### src/rtl/gic_pkg.sv
// rtl/gic_pkg.sv - nibble codes, FSM states and frame lengths for the GIC nibble link
package gic_pkg;

  localparam logic [3:0] GIC_WR   = 4'hA;
  localparam logic [3:0] GIC_RD   = 4'h5;
  localparam logic [3:0] GIC_ACK  = 4'h3;
  localparam logic [3:0] GIC_ERR  = 4'h9;
  localparam logic [3:0] GIC_IDLE = 4'h0;

  localparam int GIC_WORD_NIBS = 8;
  localparam int GIC_WR_FRAME  = 18;
  localparam int GIC_RD_FRAME  = 10;

  typedef enum logic [2:0] {
    S_IDLE,
    S_TX_HDR,
    S_TX_ADR,
    S_TX_SEL,
    S_TX_DAT,
    S_WAIT_RSP,
    S_RX_DAT,
    S_DONE
  } gic_state_t;

endpackage

### src/rtl/gic_nib_shift.sv
// rtl/gic_nib_shift.sv - 32-bit nibble shift register: parallel load, shift out MSB nibble, shift in at LSB
module gic_nib_shift
  import gic_pkg::*;
(
  input  logic        clk,
  input  logic        rst_n,
  input  logic        load,
  input  logic [31:0] load_word,
  input  logic        shift,
  input  logic [3:0]  shift_nib,
  output logic [31:0] word,
  output logic [3:0]  top_nib,
  output logic        last,
  output logic        done
);

  logic [2:0] cnt;

  // done goes high once a full word has been shifted since the last load
  always_ff @(posedge clk or negedge rst_n) begin
    if (!rst_n) begin
      word <= 32'h0;
      cnt  <= 3'd0;
      done <= 1'b0;
    end else if (load) begin
      word <= load_word;
      cnt  <= 3'd0;
      done <= 1'b0;
    end else if (shift) begin
      word <= {word[27:0], shift_nib};
      cnt  <= cnt + 3'd1;
      done <= last;
    end
  end

  assign top_nib = word[31:28];
  assign last    = (cnt == 3'(GIC_WORD_NIBS - 1));

endmodule

### src/rtl/gic_master.sv
// rtl/gic_master.sv - Wishbone classic slave tunnelling each bus cycle over the 4-bit GIC link
module gic_master
  import gic_pkg::*;
#(
  parameter int unsigned TIMEOUT  = 1024,
  parameter logic [3:0]  IDLE_NIB = GIC_IDLE
) (
  input  logic        wb_clk_i,
  input  logic        wb_rst_n_i,
  input  logic [31:0] wb_adr_i,
  input  logic [31:0] wb_dat_i,
  input  logic [3:0]  wb_sel_i,
  input  logic        wb_we_i,
  input  logic        wb_cyc_i,
  input  logic        wb_stb_i,
  input  logic [2:0]  wb_cti_i,
  input  logic [1:0]  wb_bte_i,
  output logic [31:0] wb_dat_o,
  output logic        wb_ack_o,
  output logic        wb_err_o,
  output logic        wb_rty_o,
  input  logic [3:0]  gic_dat_i,
  output logic [3:0]  gic_dat_o
);

  gic_state_t  state;
  logic        we_q;
  logic [3:0]  sel_q;
  logic [31:0] dat_q;
  logic [3:0]  rsp_q;
  logic [31:0] timer;
  logic        req;
  logic        timed_out;
  logic        tx_load, tx_shift, tx_last, tx_done;
  logic [31:0] tx_load_word, tx_word;
  logic [3:0]  tx_nib;
  logic        rx_load, rx_shift, rx_last, rx_done;
  logic [3:0]  rx_nib;
  logic        unused;

  assign req       = wb_cyc_i & wb_stb_i;
  assign wb_rty_o  = 1'b0;
  assign timed_out = (TIMEOUT != 0) && (timer == TIMEOUT - 1);
  assign unused    = ^{wb_cti_i, wb_bte_i, tx_word, tx_last, rx_nib, rx_done};

  // TX holds the address first and is reloaded with write data as the last address nibble goes out
  always_comb begin
    tx_load      = 1'b0;
    tx_load_word = dat_q;
    tx_shift     = 1'b0;
    rx_load      = 1'b0;
    rx_shift     = 1'b0;
    case (state)
      S_IDLE: begin
        tx_load      = req;
        tx_load_word = wb_adr_i;
      end
      S_TX_HDR:   tx_shift = 1'b1;
      S_TX_ADR: begin
        tx_load  = tx_done;
        tx_shift = !tx_done;
      end
      S_TX_SEL:   tx_shift = we_q;
      S_TX_DAT:   tx_shift = !tx_done;
      S_WAIT_RSP: rx_load  = (rsp_q == GIC_ACK) && !we_q;
      S_RX_DAT:   rx_shift = 1'b1;
      default: ;
    endcase
  end

  gic_nib_shift u_tx (
    .clk       (wb_clk_i),
    .rst_n     (wb_rst_n_i),
    .load      (tx_load),
    .load_word (tx_load_word),
    .shift     (tx_shift),
    .shift_nib (4'h0),
    .word      (tx_word),
    .top_nib   (tx_nib),
    .last      (tx_last),
    .done      (tx_done)
  );

  // RX reloads its own contents so only the nibble counter restarts; read data survives writes and errors
  gic_nib_shift u_rx (
    .clk       (wb_clk_i),
    .rst_n     (wb_rst_n_i),
    .load      (rx_load),
    .load_word (wb_dat_o),
    .shift     (rx_shift),
    .shift_nib (rsp_q),
    .word      (wb_dat_o),
    .top_nib   (rx_nib),
    .last      (rx_last),
    .done      (rx_done)
  );

  always_ff @(posedge wb_clk_i or negedge wb_rst_n_i) begin
    if (!wb_rst_n_i) begin
      state     <= S_IDLE;
      we_q      <= 1'b0;
      sel_q     <= 4'h0;
      dat_q     <= 32'h0;
      rsp_q     <= IDLE_NIB;
      timer     <= 32'h0;
      gic_dat_o <= IDLE_NIB;
      wb_ack_o  <= 1'b0;
      wb_err_o  <= 1'b0;
    end else begin
      rsp_q <= gic_dat_i;
      case (state)
        S_IDLE: begin
          if (req) begin
            we_q      <= wb_we_i;
            sel_q     <= wb_sel_i;
            dat_q     <= wb_dat_i;
            gic_dat_o <= wb_we_i ? GIC_WR : GIC_RD;
            state     <= S_TX_HDR;
          end
        end
        S_TX_HDR: begin
          gic_dat_o <= tx_nib;
          state     <= S_TX_ADR;
        end
        S_TX_ADR: begin
          if (tx_done) begin
            gic_dat_o <= sel_q;
            state     <= S_TX_SEL;
          end else begin
            gic_dat_o <= tx_nib;
          end
        end
        S_TX_SEL: begin
          if (we_q) begin
            gic_dat_o <= tx_nib;
            state     <= S_TX_DAT;
          end else begin
            gic_dat_o <= IDLE_NIB;
            timer     <= 32'h0;
            state     <= S_WAIT_RSP;
          end
        end
        S_TX_DAT: begin
          if (tx_done) begin
            gic_dat_o <= IDLE_NIB;
            timer     <= 32'h0;
            state     <= S_WAIT_RSP;
          end else begin
            gic_dat_o <= tx_nib;
          end
        end
        // a response always wins over a timeout expiring in the same cycle
        S_WAIT_RSP: begin
          timer <= timer + 32'd1;
          if (rsp_q == IDLE_NIB) begin
            if (timed_out) begin
              wb_err_o <= wb_cyc_i;
              state    <= S_DONE;
            end
          end else if (rsp_q == GIC_ACK && !we_q) begin
            state <= S_RX_DAT;
          end else begin
            wb_ack_o <= wb_cyc_i && (rsp_q == GIC_ACK);
            wb_err_o <= wb_cyc_i && (rsp_q != GIC_ACK);
            state    <= S_DONE;
          end
        end
        S_RX_DAT: begin
          if (rx_last) begin
            wb_ack_o <= wb_cyc_i;
            state    <= S_DONE;
          end
        end
        S_DONE: begin
          wb_ack_o <= 1'b0;
          wb_err_o <= 1'b0;
          state    <= S_IDLE;
        end
        default: state <= S_IDLE;
      endcase
    end
  end

endmodule

### config.mk
export PLATFORM = sky130hd
export DESIGN_NAME = gic_master
export DESIGN_NICKNAME = d
export VERILOG_FILES = /design/src/rtl/gic_pkg.sv /design/src/rtl/gic_nib_shift.sv /design/src/rtl/gic_master.sv
export SDC_FILE = /design/constraint.sdc
export NUM_CORES = 1
export LEC_CHECK = 0
export ABC_AREA = 0
export BUFFER_PORTS_ARGS = -buffer_cell sky130_fd_sc_hd__buf_2
export CAP_MARGIN = 10
export CORE_MARGIN = 2
export CORE_UTILIZATION = 40
export CTS_BUF_LIST = sky130_fd_sc_hd__clkbuf_4 sky130_fd_sc_hd__clkbuf_8
export CTS_CLUSTER_SIZE = 16
export DETAILED_ROUTE_END_ITERATION = 6
export PLACE_DENSITY = 0.72
export SLEW_MARGIN = 5
export SYNTH_ARGS = -nofsm -noshare
export SYNTH_HDL_FRONTEND = slang
export SYNTH_SLANG_ARGS = --single-unit
export TNS_END_PERCENT = 100
### constraint.sdc
create_clock -name wb_clk_i -period 4.8 [get_ports wb_clk_i]
set_input_delay 0.24 -clock wb_clk_i [delete_from_list [all_inputs] [get_ports wb_clk_i]]
set_output_delay 0.24 -clock wb_clk_i [all_outputs]
set_load 0.05 [all_outputs]
==> flow_metrics.env, run 1 <==
export IMPL_outcome="finished, final reports clean"
export IMPL_place_port_buffers=114
export IMPL_worstRegToRegCells=4
export IMPL_rsz0062_at_grt="no"
export IMPL_fp_dieW_um=136
export IMPL_grt_pass1_vias=5651
export IMPL_yosys_area_top_type="dfrtp_1"
export IMPL_p_int_w=0.00289
export IMPL_io_pins=121
export IMPL_ys_warn_count=0
export IMPL_drtAntennaViolNets=0
export IMPL_synth_main_ff_cell="dfrtp_1"
export IMPL_fmax_mhz=327
export IMPL_cts_resized=0
export IMPL_async_reset_ff_share_pct=100
export IMPL_crit_path_end_kind="flop"
export IMPL_synth_edf_count=0
export IMPL_multiInputGateArea_um2=2990
export IMPL_clock_sinks=153
export IMPL_cp_max_fo=33
export IMPL_critPathLaunchType="flop"
export IMPL_dr_pass1_iters=5
export IMPL_synthesis_instances=790
export IMPL_grt_max_degree=70
export IMPL_synth_nets=877
export IMPL_setup_slack_ns=1.75
export IMPL_swShare_pct=44.6
export IMPL_dieArea_um2=18600
export IMPL_syn_to_final_growth_pct=22.7
export IMPL_ff_latch_area_um2=3830
export IMPL_fillCellCount=1600
export IMPL_cts_buffer_depth=2
export IMPL_viasPerCell=5.15
export IMPL_hold_buffers=41
export IMPL_tritoncts="yes"
export IMPL_insertion_delay_ns=0.46
export IMPL_initial_utilization_pct=40.6
export IMPL_yosysMostFrequentCell="nand2_1"
export IMPL_die_y_um=136
export IMPL_gp_congestion=0.776
export IMPL_drt_total_wl_mm=16.7
export IMPL_final_max_slew_viol_count=0
export IMPL_antenna_found_initial=0
export IMPL_design_core_area_um2=17200
export IMPL_vias=5997
export IMPL_yosysTopAreaCellShare_pct=54.7
export IMPL_dpl_hpwl_mm=10.8
export IMPL_htree_levels=4
export IMPL_powerDensity_nw_per_um2=607
export IMPL_criticalPathCategory="reg -> reg"
export IMPL_grt_pass1_wl_mm=27.3
export IMPL_ir_drop_v=0.000386
export IMPL_finalSetupTns_ns=0
export IMPL_syn_area_per_cell_um2=8.87
export IMPL_p_seq_share_pct=39.5
export IMPL_ys_seq_area_share_pct=54.7
export IMPL_grt_overflow=0
export IMPL_crit_arrival_ns=3.35
export IMPL_maxCapViolCount=0
export IMPL_initialDrtViolationCount=393
export IMPL_required_ns=5.10
export IMPL_wl_per_cell_um=14.3
export IMPL_numCtsBuffers=17
export IMPL_finalCritPeriodShare_pct=63.6
export IMPL_clk_pin_slew_ns=0.08
export IMPL_drc=0
export IMPL_relSlewSlack_pct=23.1
export IMPL_period_needed_ns=3.05
export IMPL_synth_area_um2=7000
export IMPL_synthDistinctLibCells=44
export IMPL_tightest_slew_ns=1.15
export IMPL_root_buffer="clkbuf_8"
export IMPL_grt_usage_pct=18.5
export IMPL_ys_ff_latch=153
export IMPL_drive_above_1_share_pct=17.6
export IMPL_setup_violations=0
export IMPL_post_place_ws_ns=1.75
export IMPL_rows=48
export IMPL_leakage_nw=4.18
export IMPL_synthTopCellsByCount="nand2_1 (291), dfrtp_1 (153), nor2_1 (52)"
export IMPL_num_nets_final=1013
export IMPL_hold_viol=0
export IMPL_synthTopCellsByArea="dfrtp_1 (55%), nand2_1 (16%), a221o_1 (3.6%)"
export IMPL_hp_class="in -> reg"
export IMPL_p_switching_w=0.00233
export IMPL_pwr_share_comb_pct=40.8
export IMPL_postCtsSetupRepairBufs=0
export IMPL_min_path_cells=3
export IMPL_clkPwrFrac_pct=19.7
export IMPL_fin_skew_ns=0.0118
-- final cells by class --
type / count / share of cell area [%]
Sequential cell: 153 / 44.5
Inverter: 5 / 0.218
Tap cell: 225 / 3.28
Antenna cell: 1 / 0.0291
Timing Repair Buffer: 165 / 12.4
Clock inverter: 13 / 1.98
Multi-Input combinational cell: 584 / 34.8
Clock buffer: 18 / 2.81
-- critical path, stage by stage, from the launching register on --
cell,delay [ns]
dfrtp_1,0.82
inv_1,0.22
o32a_1,0.76
nor2_2,0.95
nor2_1,0.12
-- power by group through the flow --
stage / logic [W] / clock network (W) / registers, W
floorplan: 0.00121 / 0 / 0.00241
global placement: 0.00207 / 0 / 0.00206
detailed placement: 0.00212 / 0 / 0.00207
CTS: 0.00214 / 0.00105 / 0.00205
global route: 0.00237 / 0.00111 / 0.00212
finish: 0.00213 / 0.00103 / 0.00206
-- placed cells by master (no fill, tap or decap), types with 2 or more instances in the layout --
master / synthesis / final
nand2_1: 291 / 291
dfrtp_1: 153 / 153
buf_2: 0 / 113
nor2_1: 52 / 49
dlygate4sd3_1: 0 / 41
a21oi_1: 40 / 40
o21ai_0: 26 / 26
xnor2_1: 25 / 25
a221o_1: 25 / 25
nor4_1: 20 / 20
nand3_1: 18 / 18
clkbuf_8: 0 / 17
nor3_1: 12 / 11
nand4_1: 10 / 10
buf_4: 1 / 10
mux2i_1: 6 / 6
inv_1: 5 / 5
or3_1: 5 / 5
o22ai_1: 5 / 5
ha_1: 5 / 5
nand2b_1: 4 / 4
and3_1: 4 / 4
o21a_1: 4 / 4
nor2_2: 0 / 3
and4_1: 3 / 3
and2_1: 3 / 3
or4_1: 3 / 3
nor4b_1: 3 / 3
inv_6: 0 / 3
bufinv_16: 0 / 3
o32a_1: 2 / 2
or2_2: 2 / 2
nor3b_1: 2 / 2
clkinv_4: 0 / 2
clkinv_2: 0 / 2
clkinvlp_4: 0 / 2
-- registers in the layout, summed over array words and instances, names as in the netlist, 3 cells and up --
signal	cells
sel_q	4
rsp_q	4
gic_dat_o	4
timer	32
u_tx.cnt	3
u_rx.word	32
u_rx.cnt	3
u_tx.word	32
dat_q	32
state	3
-- final timing paths --
path / start / end / slack (ns)
max: state[0]$_DFFE_PN0P_ / timer[21]$_DFFE_PN0P_ / 1.75
min: wb_we_i / we_q$_DFFE_PN0P_ / 0.07
max reg2reg: state[0]$_DFFE_PN0P_ / timer[21]$_DFFE_PN0P_ / 1.75
min reg2reg: dat_q[0]$_DFFE_PN0P_ / dat_q[0]$_DFFE_PN0P_ / 0.48
max in group asynchronous: wb_rst_n_i / timer[31]$_DFFE_PN0P_ / 3.46
min in group asynchronous: wb_rst_n_i / u_rx.word[23]$_DFFE_PN0P_ / 0.32
-- through the flow --
| stage | area (µm²) | power (W) | util (%) | hold WS [ns] | instances |
|---|---|---|---|---|---|
| floorplan | 7000 | 0.00361 | - | -0.0556 | 790 |
| global placement | 7770 | 0.00413 | 45.1 | 0.276 | 1091 |
| detailed placement | 7770 | 0.00419 | 45.1 | 0.270 | 1091 |
| CTS | 8590 | 0.00525 | 49.8 | 0.0430 | 1163 |
| global route | 8590 | 0.00559 | 49.8 | 0.0651 | 1163 |
| finish | 8590 | 0.00522 | 49.9 | 0.0659 | 1164 |
-- metal layers --
layer / vias to the layer above / track usage, % / wire length, µm
li1: 2941 / - / -
met1: 2870 / 25.4 / 7790
met2: 160 / 28.1 / 7710
met3: 26 / 4.47 / 852
met4: 0 / 7.52 / 331
met5: - / 0 / 0
-- logic make-up after synthesis --
family,Yosys count,synth area share [%]
simple gates,436,26.8
flops,153,54.7
compound gates,110,10.5
buf+inv,53,3.00
xor+xnor,26,3.25
mux,6,0.857
fa+ha+maj,5,0.893
other cells,1,0.0535
Power figures use the tool's default switching activity.
==> inputs of run 2 (changes only) <==
--- a/config.mk
+++ b/config.mk
@@ -5,7 +5,7 @@
 export SDC_FILE = /design/constraint.sdc
 export NUM_CORES = 1
 export LEC_CHECK = 0
-export ABC_AREA = 0
+export ABC_AREA = 1
 export BUFFER_PORTS_ARGS = -buffer_cell sky130_fd_sc_hd__buf_2
 export CAP_MARGIN = 10
 export CORE_MARGIN = 2
==> constraint.sdc (replaced) <==
create_clock -name wb_clk_i -period 3.16 [get_ports wb_clk_i]
set_input_delay 0.158 -clock wb_clk_i [delete_from_list [all_inputs] [get_ports wb_clk_i]]
set_output_delay 0.158 -clock wb_clk_i [all_outputs]
set_load 0.05 [all_outputs]
==> run 2 against run 1 <==
Maximum frequency up 30%. Via count grew 8.0%. Register-to-register slack worse by 0.93 ns.
==> flow_metrics.env, run 2 <==
export IMPL_outcome="finished, final reports clean"
export IMPL_multiInputGateArea_um2=3330
export IMPL_crit_path_end_kind="flop"
export IMPL_leakage_nw=4.57
export IMPL_synthTopCellsByCount="nand2_1 (345), dfrtp_1 (153), nor2_1 (73)"
export IMPL_setup_violations=0
export IMPL_numCtsBuffers=17
export IMPL_htree_levels=4
export IMPL_power_w=0.00808
export IMPL_finalCritPeriodShare_pct=74.2
export IMPL_yosysTopAreaCellShare_pct=50.0
export IMPL_yosys_area_top_type="dfrtp_1"
export IMPL_insertion_delay_ns=0.46
export IMPL_grt_usage_pct=18.5
export IMPL_place_port_buffers=114
export IMPL_drive_above_1_share_pct=21.3
export IMPL_reg2reg_slack_ns=0.82
export IMPL_cts_buffer_depth=2
export IMPL_die_y_um=142
export IMPL_yosysMostFrequentCell="nand2_1"
export IMPL_io_pins=121
export IMPL_fp_dieW_um=142
export IMPL_wl_per_cell_um=13.8
export IMPL_design_core_area_um2=18800
export IMPL_cpLargestDelayFamily="simple AND/OR/NAND/NOR gates"
export IMPL_antenna_found_initial=1
export IMPL_tritoncts="yes"
export IMPL_ys_seq_area_share_pct=50.0
export IMPL_cp_startpoint="state[1]$_DFFE_PN0P_"
export IMPL_syn_area_per_cell_um2=8.35
export IMPL_synth_main_ff_cell="dfrtp_1"
export IMPL_rows=50
export IMPL_dr_pass1_iters=5
export IMPL_worst_path_max_delay_cell="dfrtp_1"
export IMPL_ff_latch_area_um2=3830
export IMPL_tightest_slew_ns=0.902
export IMPL_relSlewSlack_pct=39.8
export IMPL_clk_pin_slew_ns=0.08
export IMPL_ys_ff_latch=153
export IMPL_ir_drop_v=0.000425
export IMPL_hold_viol=0
export IMPL_vias=6474
export IMPL_mostFrequentLayoutCell="nand2_1"
export IMPL_rsz0062_at_grt="no"
export IMPL_crit_arrival_ns=2.70
export IMPL_root_buffer="clkbuf_8"
export IMPL_critPathLaunchType="flop"
export IMPL_finalSetupTns_ns=0
export IMPL_setup_slack_ns=0.815
export IMPL_synthMuxAreaShare_pct=4.71
export IMPL_final_cell_mix="nand2_1 (345), dfrtp_1 (153), buf_2 (113), nor2_1 (73), inv_1 (66)"
export IMPL_postCtsSetupRepairBufs=0
export IMPL_synthSimpleGateAreaFrac_pct=28.3
export IMPL_initial_utilization_pct=40.8
export IMPL_cts_resized=0
export IMPL_synth_top_family_by_area="simple AND/OR/NAND/NOR gates"
export IMPL_gp_congestion=0.887
export IMPL_synth_edf_count=0
export IMPL_drc=0
export IMPL_grt_pass1_vias=6210
export IMPL_synthDistinctLibCells=40
export IMPL_ys_warn_count=0
export IMPL_drt_total_wl_mm=18.1
export IMPL_synth_area_um2=7660
export IMPL_grt_max_degree=82
export IMPL_hp_class="in -> reg"
export IMPL_syn_to_final_growth_pct=19.8
export IMPL_clock_sinks=153
export IMPL_cp_num_buf_inv=2
export IMPL_reg2reg_from="state[1]$_DFFE_PN0P_"
export IMPL_async_reset_ff_share_pct=100
export IMPL_cp_max_fo=34
export IMPL_synthTopCellsByArea="dfrtp_1 (50%), nand2_1 (17%), mux2_2 (4.7%)"
export IMPL_dpl_hpwl_mm=12.1
export IMPL_synthesis_instances=917
export IMPL_synth_nets=1004
export IMPL_maxCapViolCount=0
export IMPL_synth_xor_area_share_pct=1.14
export IMPL_grt_overflow=0
export IMPL_initialDrtViolationCount=531
export IMPL_grt_pass1_wl_mm=30.1
export IMPL_viasPerCell=4.93
export IMPL_crit_cells=9
export IMPL_dieArea_um2=20300
export IMPL_synth_fa_ha_area_share_pct=0.817
export IMPL_path_cells="nor2_4 -> nand2_4 -> inv_4 -> nand2_8 -> nand2_8 -> nor2_8 -> inv_4 -> nor2_1 -> nor2_1"
export IMPL_worstReg2RegEnd="u_tx.word[29]$_DFFE_PN0P_"
export IMPL_fillCellCount=1765
export IMPL_crit_end="u_tx.word[29]$_DFFE_PN0P_"
export IMPL_fin_skew_ns=0.0109
export IMPL_required_ns=3.52
export IMPL_worstRegToRegCells=9
export IMPL_num_nets_final=1153
export IMPL_final_max_slew_viol_count=0
export IMPL_critical_path_max_stage_delay_ns=0.55
export IMPL_criticalPathCategory="reg -> reg"
export IMPL_synth_compound_area_share_pct=8.48
export IMPL_period_needed_ns=2.34
export IMPL_powerDensity_nw_per_um2=881
export IMPL_post_place_ws_ns=0.846
export IMPL_drtAntennaViolNets=0
export IMPL_fmax_mhz=427
==> run 2: where the power goes <==
group | total (W) | internal, W | switching [W]
Clock | 0.00148 | 0.000724 | 0.000759
Combinational | 0.00356 | 0.00108 | 0.00248
Sequential | 0.00304 | 0.00263 | 0.000404
==> run 2: cell families (layout without fill, tap and decap cells) <==
logic type / after synthesis / after routing
XOR/XNOR: 10 / 10
AO/OA/AOI/OAI: 92 / 92
buffers and inverters: 106 / 268
other: 1 / 2
multiplexers: 32 / 32
AND/OR/NAND/NOR: 518 / 518
flip-flops: 153 / 153
adder cells (fa/ha/maj): 5 / 5
==> run 2: repair_timing <==
item	CTS	global route
hold buffers	44	0
endpoints found under the hold margin	121	0
setup endpoints to repair	0	0
==> run 2: through the flow <==
step / instance area, µm² / util [%] / hold WS, ns / instances
after global routing: 9170 / 48.9 / 0.0123 / 1313
after floorplan: 7660 / - / -0.138 / 917
after CTS: 9170 / 48.9 / 0.00364 / 1313
after detailed placement: 8350 / 44.5 / 0.260 / 1237
after global placement: 8350 / 44.5 / 0.260 / 1237
final: 9180 / 48.9 / 0.0340 / 1314
==> run 2: worst min path at each step <==
stage / start / end / slack (ns) / cells after the start
2_1_floorplan: wb_rst_n_i / dat_q[0]$_DFFE_PN0P_ / -0.14 / 0
3_3_place_gp: wb_rst_n_i / timer[28]$_DFFE_PN0P_ / 0.26 / 1
3_5_place_dp: wb_rst_n_i / timer[28]$_DFFE_PN0P_ / 0.26 / 1
4_1_cts: wb_adr_i[16] / u_tx.word[16]$_DFFE_PN0P_ / 0.004 / 5
5_1_grt: wb_adr_i[16] / u_tx.word[16]$_DFFE_PN0P_ / 0.01 / 5
6_report: wb_adr_i[16] / u_tx.word[16]$_DFFE_PN0P_ / 0.03 / 5
==> run 2: tightest hold or removal path, cell delays in order <==
cell and delay [ns]:
buf_2 0.08, nand2_1 0.04, nand2_1 0.05, a22oi_1 0.07, nand2_1 0.06
==> run 2: final cells by class <==
class	instances	area share, %
timing repair buffer	164	11.6
clock inverter	12	1.36
sequential	153	41.7
multi-input combinational	658	36.3
inverter	72	3.00
antenna	1	0.0273
tap	234	3.19
clock buffer	20	2.80
==> run 2: layer usage <==
layer / up-vias / global-route usage [%] / wire [µm]
met3: 16 / 4.48 / 852
met1: 3056 / 24.9 / 8570
met2: 163 / 30.3 / 8530
met4: 0 / 4.48 / 167
li1: 3239 / - / -
met5: - / 0 / 0
